[src/rtl/alu_arb_pkg.sv]
// Shared types and constants for the two-port ALU share arbiter.
// The state encoding and ALUFun codes are used by the RTL and by the testbench.
package alu_arb_pkg;

    typedef logic [1:0] state_t;

    localparam state_t S_IDLE = 2'd0;
    localparam state_t S_EXEC = 2'd1;
    localparam state_t S_RESP = 2'd2;

    // ALUFun codes: [5:4] selects the unit, the low bits select the operation within it
    localparam logic [5:0] ADD = 6'b000000;
    localparam logic [5:0] SUB = 6'b000001;
    localparam logic [5:0] AND = 6'b011000;
    localparam logic [5:0] OR  = 6'b011110;
    localparam logic [5:0] XOR = 6'b010110;
    localparam logic [5:0] NOR = 6'b010001;
    localparam logic [5:0] LDA = 6'b011010;
    localparam logic [5:0] SLL = 6'b100000;
    localparam logic [5:0] SRL = 6'b100001;
    localparam logic [5:0] SRA = 6'b100011;
    localparam logic [5:0] EQ  = 6'b110011;
    localparam logic [5:0] NEQ = 6'b110001;
    localparam logic [5:0] LT  = 6'b110101;
    localparam logic [5:0] LEZ = 6'b111101;
    localparam logic [5:0] LTZ = 6'b111011;
    localparam logic [5:0] GTZ = 6'b111111;

    typedef struct packed {
        logic [31:0] a;
        logic [31:0] b;
        logic [5:0]  fun;
        logic        sign;
    } alu_op_t;

endpackage

[src/rtl/alu_share_arbiter_if.sv]
// Request/response bundle between the two requesters and the ALU share arbiter.
// master = requester side, slave = arbiter side.
interface alu_share_arbiter_if;

    logic [1:0]  req_valid;
    logic [1:0]  req_ready;
    logic [31:0] req_a0;
    logic [31:0] req_a1;
    logic [31:0] req_b0;
    logic [31:0] req_b1;
    logic [5:0]  req_fun0;
    logic [5:0]  req_fun1;
    logic [1:0]  req_sign;
    logic [1:0]  resp_valid;
    logic [1:0]  resp_ready;
    logic [31:0] resp_data;

    modport master (
        output req_valid, req_a0, req_a1, req_b0, req_b1,
               req_fun0, req_fun1, req_sign, resp_ready,
        input  req_ready, resp_valid, resp_data
    );

    modport slave (
        input  req_valid, req_a0, req_a1, req_b0, req_b1,
               req_fun0, req_fun1, req_sign, resp_ready,
        output req_ready, resp_valid, resp_data
    );

endinterface

[src/rtl/ALU_32bits.sv]
// Combinational 32-bit ALU: add/sub, logic, shift and compare units selected by ALUFun[5:4].
// Shifts move B by A[4:0]; Sign only affects the LT comparison.
module ALU_32bits (
    input  logic [31:0] A,
    input  logic [31:0] B,
    input  logic [5:0]  ALUFun,
    input  logic        Sign,
    output logic [31:0] ALUOut
);

    logic [31:0] sum;
    logic        lt;
    logic        cmp;

    assign sum = ALUFun[0] ? (A - B) : (A + B);
    assign lt  = Sign ? ($signed(A) < $signed(B)) : (A < B);

    always_comb begin
        cmp = 1'b0;
        case (ALUFun[3:1])
            3'b001:  cmp = (A == B);
            3'b000:  cmp = (A != B);
            3'b010:  cmp = lt;
            3'b110:  cmp = A[31] || (A == 32'd0);
            3'b101:  cmp = A[31];
            3'b111:  cmp = !A[31] && (A != 32'd0);
            default: cmp = 1'b0;
        endcase
    end

    always_comb begin
        ALUOut = 32'd0;
        case (ALUFun[5:4])
            2'b00: ALUOut = sum;
            2'b01: begin
                case (ALUFun[3:0])
                    4'b1000: ALUOut = A & B;
                    4'b1110: ALUOut = A | B;
                    4'b0110: ALUOut = A ^ B;
                    4'b0001: ALUOut = ~(A | B);
                    4'b1010: ALUOut = A;
                    default: ALUOut = 32'd0;
                endcase
            end
            2'b10: begin
                case (ALUFun[1:0])
                    2'b00:   ALUOut = B << A[4:0];
                    2'b01:   ALUOut = B >> A[4:0];
                    2'b11:   ALUOut = $signed(B) >>> A[4:0];
                    default: ALUOut = 32'd0;
                endcase
            end
            default: ALUOut = {31'd0, cmp};
        endcase
    end

endmodule

[src/rtl/rr_arbiter2.sv]
// Two-way round-robin grant: a lone valid wins outright, a tie goes to rr_ptr.
module rr_arbiter2 (
    input  logic [1:0] valid,
    input  logic       rr_ptr,
    output logic [1:0] grant
);

    always_comb begin
        grant = valid;
        if (valid == 2'b11) begin
            grant         = 2'b00;
            grant[rr_ptr] = 1'b1;
        end
    end

endmodule

[src/rtl/alu_share_arbiter.sv]
// Shares one ALU_32bits between two requesters: grant in IDLE, compute from latched
// operands in EXEC, hold the registered result in RESP until the owner accepts it.
module alu_share_arbiter
    import alu_arb_pkg::*;
#(
    parameter int CNT_W   = 16,
    parameter int RR_INIT = 0
) (
    input  logic                 clk,
    input  logic                 reset,
    alu_share_arbiter_if.slave   bus,
    output logic                 busy,
    output logic [CNT_W-1:0]     op_count
);

    localparam logic RR_RST = (RR_INIT != 0);

    state_t      state_q, state_d;
    logic        rr_ptr;
    logic        owner_q;
    alu_op_t     op_q, req_op;
    logic [1:0]  grant;
    logic [1:0]  req_ready_c, resp_valid_c;
    logic [31:0] alu_out, resp_data_q;
    logic        take, done;

    rr_arbiter2 u_rr (
        .valid  (bus.req_valid),
        .rr_ptr (rr_ptr),
        .grant  (grant)
    );

    // The ALU only ever sees the latched operands, never the live request buses
    ALU_32bits u_alu (
        .A      (op_q.a),
        .B      (op_q.b),
        .ALUFun (op_q.fun),
        .Sign   (op_q.sign),
        .ALUOut (alu_out)
    );

    assign take = (state_q == S_IDLE) && (grant != 2'b00);
    assign done = (state_q == S_RESP) && bus.resp_ready[owner_q];

    always_comb begin
        if (grant[1])
            req_op = '{a: bus.req_a1, b: bus.req_b1, fun: bus.req_fun1, sign: bus.req_sign[1]};
        else
            req_op = '{a: bus.req_a0, b: bus.req_b0, fun: bus.req_fun0, sign: bus.req_sign[0]};
    end

    always_ff @(posedge clk or negedge reset) begin
        if (!reset) state_q <= S_IDLE;
        else        state_q <= state_d;
    end

    always_comb begin
        state_d = state_q;
        case (state_q)
            S_IDLE:  if (take) state_d = S_EXEC;
            S_EXEC:  state_d = S_RESP;
            S_RESP:  if (done) state_d = S_IDLE;
            default: state_d = S_IDLE;
        endcase
    end

    always_comb begin
        req_ready_c  = 2'b00;
        resp_valid_c = 2'b00;
        busy         = 1'b0;
        case (state_q)
            S_IDLE: req_ready_c = grant;
            S_EXEC: busy = 1'b1;
            S_RESP: begin
                busy                  = 1'b1;
                resp_valid_c[owner_q] = 1'b1;
            end
            default: ;
        endcase
    end

    assign bus.req_ready  = req_ready_c;
    assign bus.resp_valid = resp_valid_c;
    assign bus.resp_data  = resp_data_q;

    always_ff @(posedge clk or negedge reset) begin
        if (!reset) begin
            op_q        <= '0;
            owner_q     <= 1'b0;
            resp_data_q <= 32'd0;
            op_count    <= '0;
            rr_ptr      <= RR_RST;
        end else begin
            if (take) begin
                op_q    <= req_op;
                owner_q <= grant[1];
            end
            if (state_q == S_EXEC)
                resp_data_q <= alu_out;
            // Priority passes to the other port only once a response is consumed
            if (done) begin
                op_count <= op_count + CNT_W'(1);
                rr_ptr   <= ~owner_q;
            end
        end
    end

endmodule

[src/flat_wrapper.sv]
// flat-port wrapper written by rule: the top's interface ports become plain ports
module alu_share_arbiter_flat import alu_arb_pkg::*;
#(
    parameter int CNT_W   = 16,
    parameter int RR_INIT = 0
)
  (clk, reset, busy, op_count, bus_req_valid, bus_req_a0, bus_req_a1, bus_req_b0, bus_req_b1, bus_req_fun0, bus_req_fun1, bus_req_sign, bus_resp_ready, bus_req_ready, bus_resp_valid, bus_resp_data);
  alu_share_arbiter_if bus_i ();
  input  logic clk;
  input  logic reset;
  output logic busy;
  output logic [CNT_W-1:0] op_count;
  input wire logic [$bits(bus_i.req_valid)-1:0] bus_req_valid;
  input wire logic [$bits(bus_i.req_a0)-1:0] bus_req_a0;
  input wire logic [$bits(bus_i.req_a1)-1:0] bus_req_a1;
  input wire logic [$bits(bus_i.req_b0)-1:0] bus_req_b0;
  input wire logic [$bits(bus_i.req_b1)-1:0] bus_req_b1;
  input wire logic [$bits(bus_i.req_fun0)-1:0] bus_req_fun0;
  input wire logic [$bits(bus_i.req_fun1)-1:0] bus_req_fun1;
  input wire logic [$bits(bus_i.req_sign)-1:0] bus_req_sign;
  input wire logic [$bits(bus_i.resp_ready)-1:0] bus_resp_ready;
  output wire logic [$bits(bus_i.req_ready)-1:0] bus_req_ready;
  output wire logic [$bits(bus_i.resp_valid)-1:0] bus_resp_valid;
  output wire logic [$bits(bus_i.resp_data)-1:0] bus_resp_data;
  assign bus_i.req_valid = bus_req_valid;
  assign bus_i.req_a0 = bus_req_a0;
  assign bus_i.req_a1 = bus_req_a1;
  assign bus_i.req_b0 = bus_req_b0;
  assign bus_i.req_b1 = bus_req_b1;
  assign bus_i.req_fun0 = bus_req_fun0;
  assign bus_i.req_fun1 = bus_req_fun1;
  assign bus_i.req_sign = bus_req_sign;
  assign bus_i.resp_ready = bus_resp_ready;
  assign bus_req_ready = bus_i.req_ready;
  assign bus_resp_valid = bus_i.resp_valid;
  assign bus_resp_data = bus_i.resp_data;
  alu_share_arbiter #(.CNT_W(CNT_W), .RR_INIT(RR_INIT)) u_core (.clk(clk), .reset(reset), .bus(bus_i), .busy(busy), .op_count(op_count));
endmodule
[config.mk]
export PLATFORM = sky130hd
export DESIGN_NAME = alu_share_arbiter_flat
export DESIGN_NICKNAME = d
export VERILOG_FILES = /design/src/rtl/alu_arb_pkg.sv /design/src/rtl/alu_share_arbiter_if.sv /design/src/rtl/ALU_32bits.sv /design/src/rtl/rr_arbiter2.sv /design/src/rtl/alu_share_arbiter.sv /design/src/flat_wrapper.sv
export SDC_FILE = /design/constraint.sdc
export NUM_CORES = 1
export LEC_CHECK = 0
export CAP_MARGIN = 30
export CELL_PAD_IN_SITES_DETAIL_PLACEMENT = 0
export CELL_PAD_IN_SITES_GLOBAL_PLACEMENT = 1
export CORE_ASPECT_RATIO = 0.7
export CORE_MARGIN = 4
export CORE_UTILIZATION = 42
export CTS_CLUSTER_SIZE = 40
export DETAILED_ROUTE_END_ITERATION = 6
export GPL_TIMING_DRIVEN = 0
export PLACE_DENSITY = 0.8
export SLEW_MARGIN = 20
export SYNTH_ARGS = -nofsm -noshare
export SYNTH_HDL_FRONTEND = slang
export SYNTH_HIERARCHICAL = 1
export SYNTH_SLANG_ARGS = --single-unit
[constraint.sdc]
create_clock -name clk -period 4.6 [get_ports clk]
set_input_delay 0.92 -clock clk [delete_from_list [all_inputs] [get_ports clk]]
set_output_delay 0.92 -clock clk [all_outputs]
set_load 0.02 [all_outputs]
==> out/results.ini <==
[synth]
synth_edf_count = 0
synthesis.area_mm2 = 0.0145
yosysSeqAreaShare_pct = 21.3
synth-async-reset-ratio_pct = 100
yosys.cell_types.count = 90
synth_ff_type = dfrtp_1
yosys_register_bits = 123
synth.net_count = 2053
synth_area_per_cell_um2 = 8.03
syn-instance-count = 1801
synth_warnings = 6

[cells_and_area]
synthToLayoutAreaGrowth_pct = 23.4
drive_gt1_share_pct = 10.7
fin_area_mm2 = 0.0179
fin_util_pct = 53.0
layout.nets = 2280
antenna_cells = 0

[worst_setup_path]
end_kind = flop
critPathCapture = u_core/bus.resp_data[29]
required_ns = 4.92
setup.worst_path.start_class = flop
ff2ff_setup_slack_ns = 0.08
reg2reg_to = u_core/bus.resp_data[29]
crit_fanout = 28
reg2reg_from = u_core/op_q[39]
critPathKind = reg -> reg
timing.critical_path.arrival_ns = 4.84
r2r_cells = 15
startpoint = u_core/op_q[39]

[clock_network]
numCtsBuffers = 17
cts.clk_slew.worst_paths_ns = 0.06
cts.sinks = 123
clockBufferDepth = 2
clk_latency_ns = 0.45
cts_tree = built
htreeDepth = 4
cts-root-buf = clkbuf_16

[drt]
via_per_inst = 6.55
drt_iter0_drc = 2705
antenna_left = 0
wl_um = 72100
vias = 16400
wl_per_cell_um = 28.8
drc = 18
dr.pass1.iters = 7

[global_route]
grt_overflow = 0
grt_usage_pct = 37.2
grt_pass1_wl_um = 103000
grt_max_degree = 85
antenna_found_initial = 1
grt_pass1_vias = 15200

[sta]
hold_ws_ns = 0.341
maxSlewHeadroom_pct = 20.5
fin_skew_ns = 0.0164
fin_crit_ns = 4.52
min_period_over_period_pct = 98.3
setup_viol = 0
slew_viol_final = 0
worstMarginPinSlew_ns = 1.18
tns_ns = 0
fmax_ghz = 0.221
rsz0062_at_grt = yes
hold_viol = 0

[placed_design]
io_buffer_count = 200
dpl-instance-area_mm2 = 0.0171
place_congestion = 1.15
dpl.hpwl_um = 57600

[status]
violations = DRC
status = finished, violations left

[floorplanning]
coreArea_mm2 = 0.0337
pin_count = 201
initial_utilization_pct = 42.9
die_w_um = 230
rows = 56
dieArea_mm2 = 0.0375
die_h_um = 163

[min_path]
hold_class = in -> async

[run]
cap_violations = 0

[cell usage after synthesis (10+ instances only)]
cell      count  area, um2
buf_6        10        113
o211ai_1     36        270
o31ai_1      18        135
nand4_1      14       87.6
xnor2_1      36        315
mux4_2       41        923
inv_1       105        394
buf_1        14       52.6
o221ai_1     15        131
o21bai_1     11       82.6
a21oi_1     142        711
dfrtp_1     123       3080
a221o_1      13        130
a221oi_1     11       96.3
mux2i_1     125       1250
nor3_1       32        160
nor2_1      160        601
nand2_1     203        762
buf_2        43        215
nor4_1       12       75.1
a211oi_1     13       97.6
o21ai_0     167        836
a21o_1       12       90.1
a222oi_1     31        310
clkbuf_1     67        251
mux2_2       38        428
nand2b_1     12       75.1
nand3_1      36        180
a31oi_1      20        125
ha_1        102       1280
[worst min-delay path by stage]
stage	slack (ns)	from	cells past startpoint	end
6_report	0.34	reset	1	u_core/bus.resp_data[22]
5_1_grt	0.35	reset	1	u_core/bus.resp_data[22]
4_1_cts	0.33	reset	1	u_core/bus.resp_data[21]
3_5_place_dp	0.47	u_core/op_count[15]	1	u_core/op_count[15]
3_3_place_gp	0.46	u_core/op_count[15]	1	u_core/op_count[15]
2_1_floorplan	0.45	u_core/op_q[2]	2	u_core/op_q[2]
[area by class of cell]
type                       instances  area [um2]
buffer                           136         702
clock buffer                      18         439
clock inverter                    13         144
fill                            3251       15800
inverter                         109         414
multi-input combinational       1428       10400
sequential                       123        3080
tap                              464         581
timing repair buffer             213        2140
[critical path: stages (launching register included)]
cell,delay (ns)
dfrtp_1,0.46
buf_8,0.31
buf_2,0.36
inv_1,0.19
ha_1,0.36
nor2_1,0.21
o311ai_2,0.14
a211oi_4,0.30
buf_12,0.16
nor4_4,0.05
o41ai_4,0.55
a32oi_1,0.24
a32oi_1,0.29
xnor2_1,0.15
o221ai_1,0.21
mux2_1,0.37
[cells by family after synthesis]
family          after synthesis  synth area share [%]
simple gates                508                  15.6
buf+inv                     250                  7.59
compound gates              568                  25.7
mux                         207                  18.2
fa+ha+maj                   104                  9.10
xor+xnor                     41                  2.48
flops                       123                  21.3
[sequential cells by signal, indices dropped and copies added, names as in the netlist]
name                  cells
u_core/op_q              71
u_core/bus.resp_data     32
u_core/op_count          16
u_core/state_q            2
u_core/owner_q            1
u_core/rr_ptr             1
[metal layers]
layer	part of all wire [%]	vias to the layer above	wire, um	track usage [%]
met2	37	1299	26900	48.1
met5	0.24	-	176	3.39
met1	41	7816	29700	52.3
met4	3.9	6	2800	12.9
li1	-	7107	-	-
met3	17	179	12400	18.8
[repair_timing]
action,4_1_cts,5_1_grt
cloned,0,0
gates resized for setup,13,22
hold buffers,0,0
endpoints found under the setup margin,26,11
buffers inserted,0,10
pin swaps,0,6
[metrics by stage]
step | worst slack [ns] | std cells
2_1_floorplan | 0.514 | 1801
3_3_place_gp | -2.42 | 2465
3_5_place_dp | -1.06 | 2467
4_1_cts | 0.00871 | 2493
5_1_grt | -0.0436 | 2504
6_report | 0.0778 | 2504
[cell usage in the layout (no fill, tap or decap), drive strengths merged, types with 11 or more instances in the layout]
cell type,netlist,final
nand2,203,203
clkdlybuf4s50,0,199
o21ai,170,170
nor2,160,160
a21oi,142,142
mux2i,126,126
dfrtp,123,123
inv,107,109
ha,102,102
clkbuf,69,87
buf,72,80
mux4,41,41
mux2,40,40
nand3,36,36
xnor2,36,36
o211ai,36,36
nor3,32,32
a222oi,31,31
a31oi,20,20
o31ai,18,18
o221ai,15,15
nor4,15,15
nand4,14,14
a211oi,14,14
a221o,13,13
nand2b,12,12
a21o,12,12
o21bai,11,11
a221oi,11,11
Power is not shown: default switching activity piles up to over one toggle a cycle in this logic, so the estimate is an artifact.
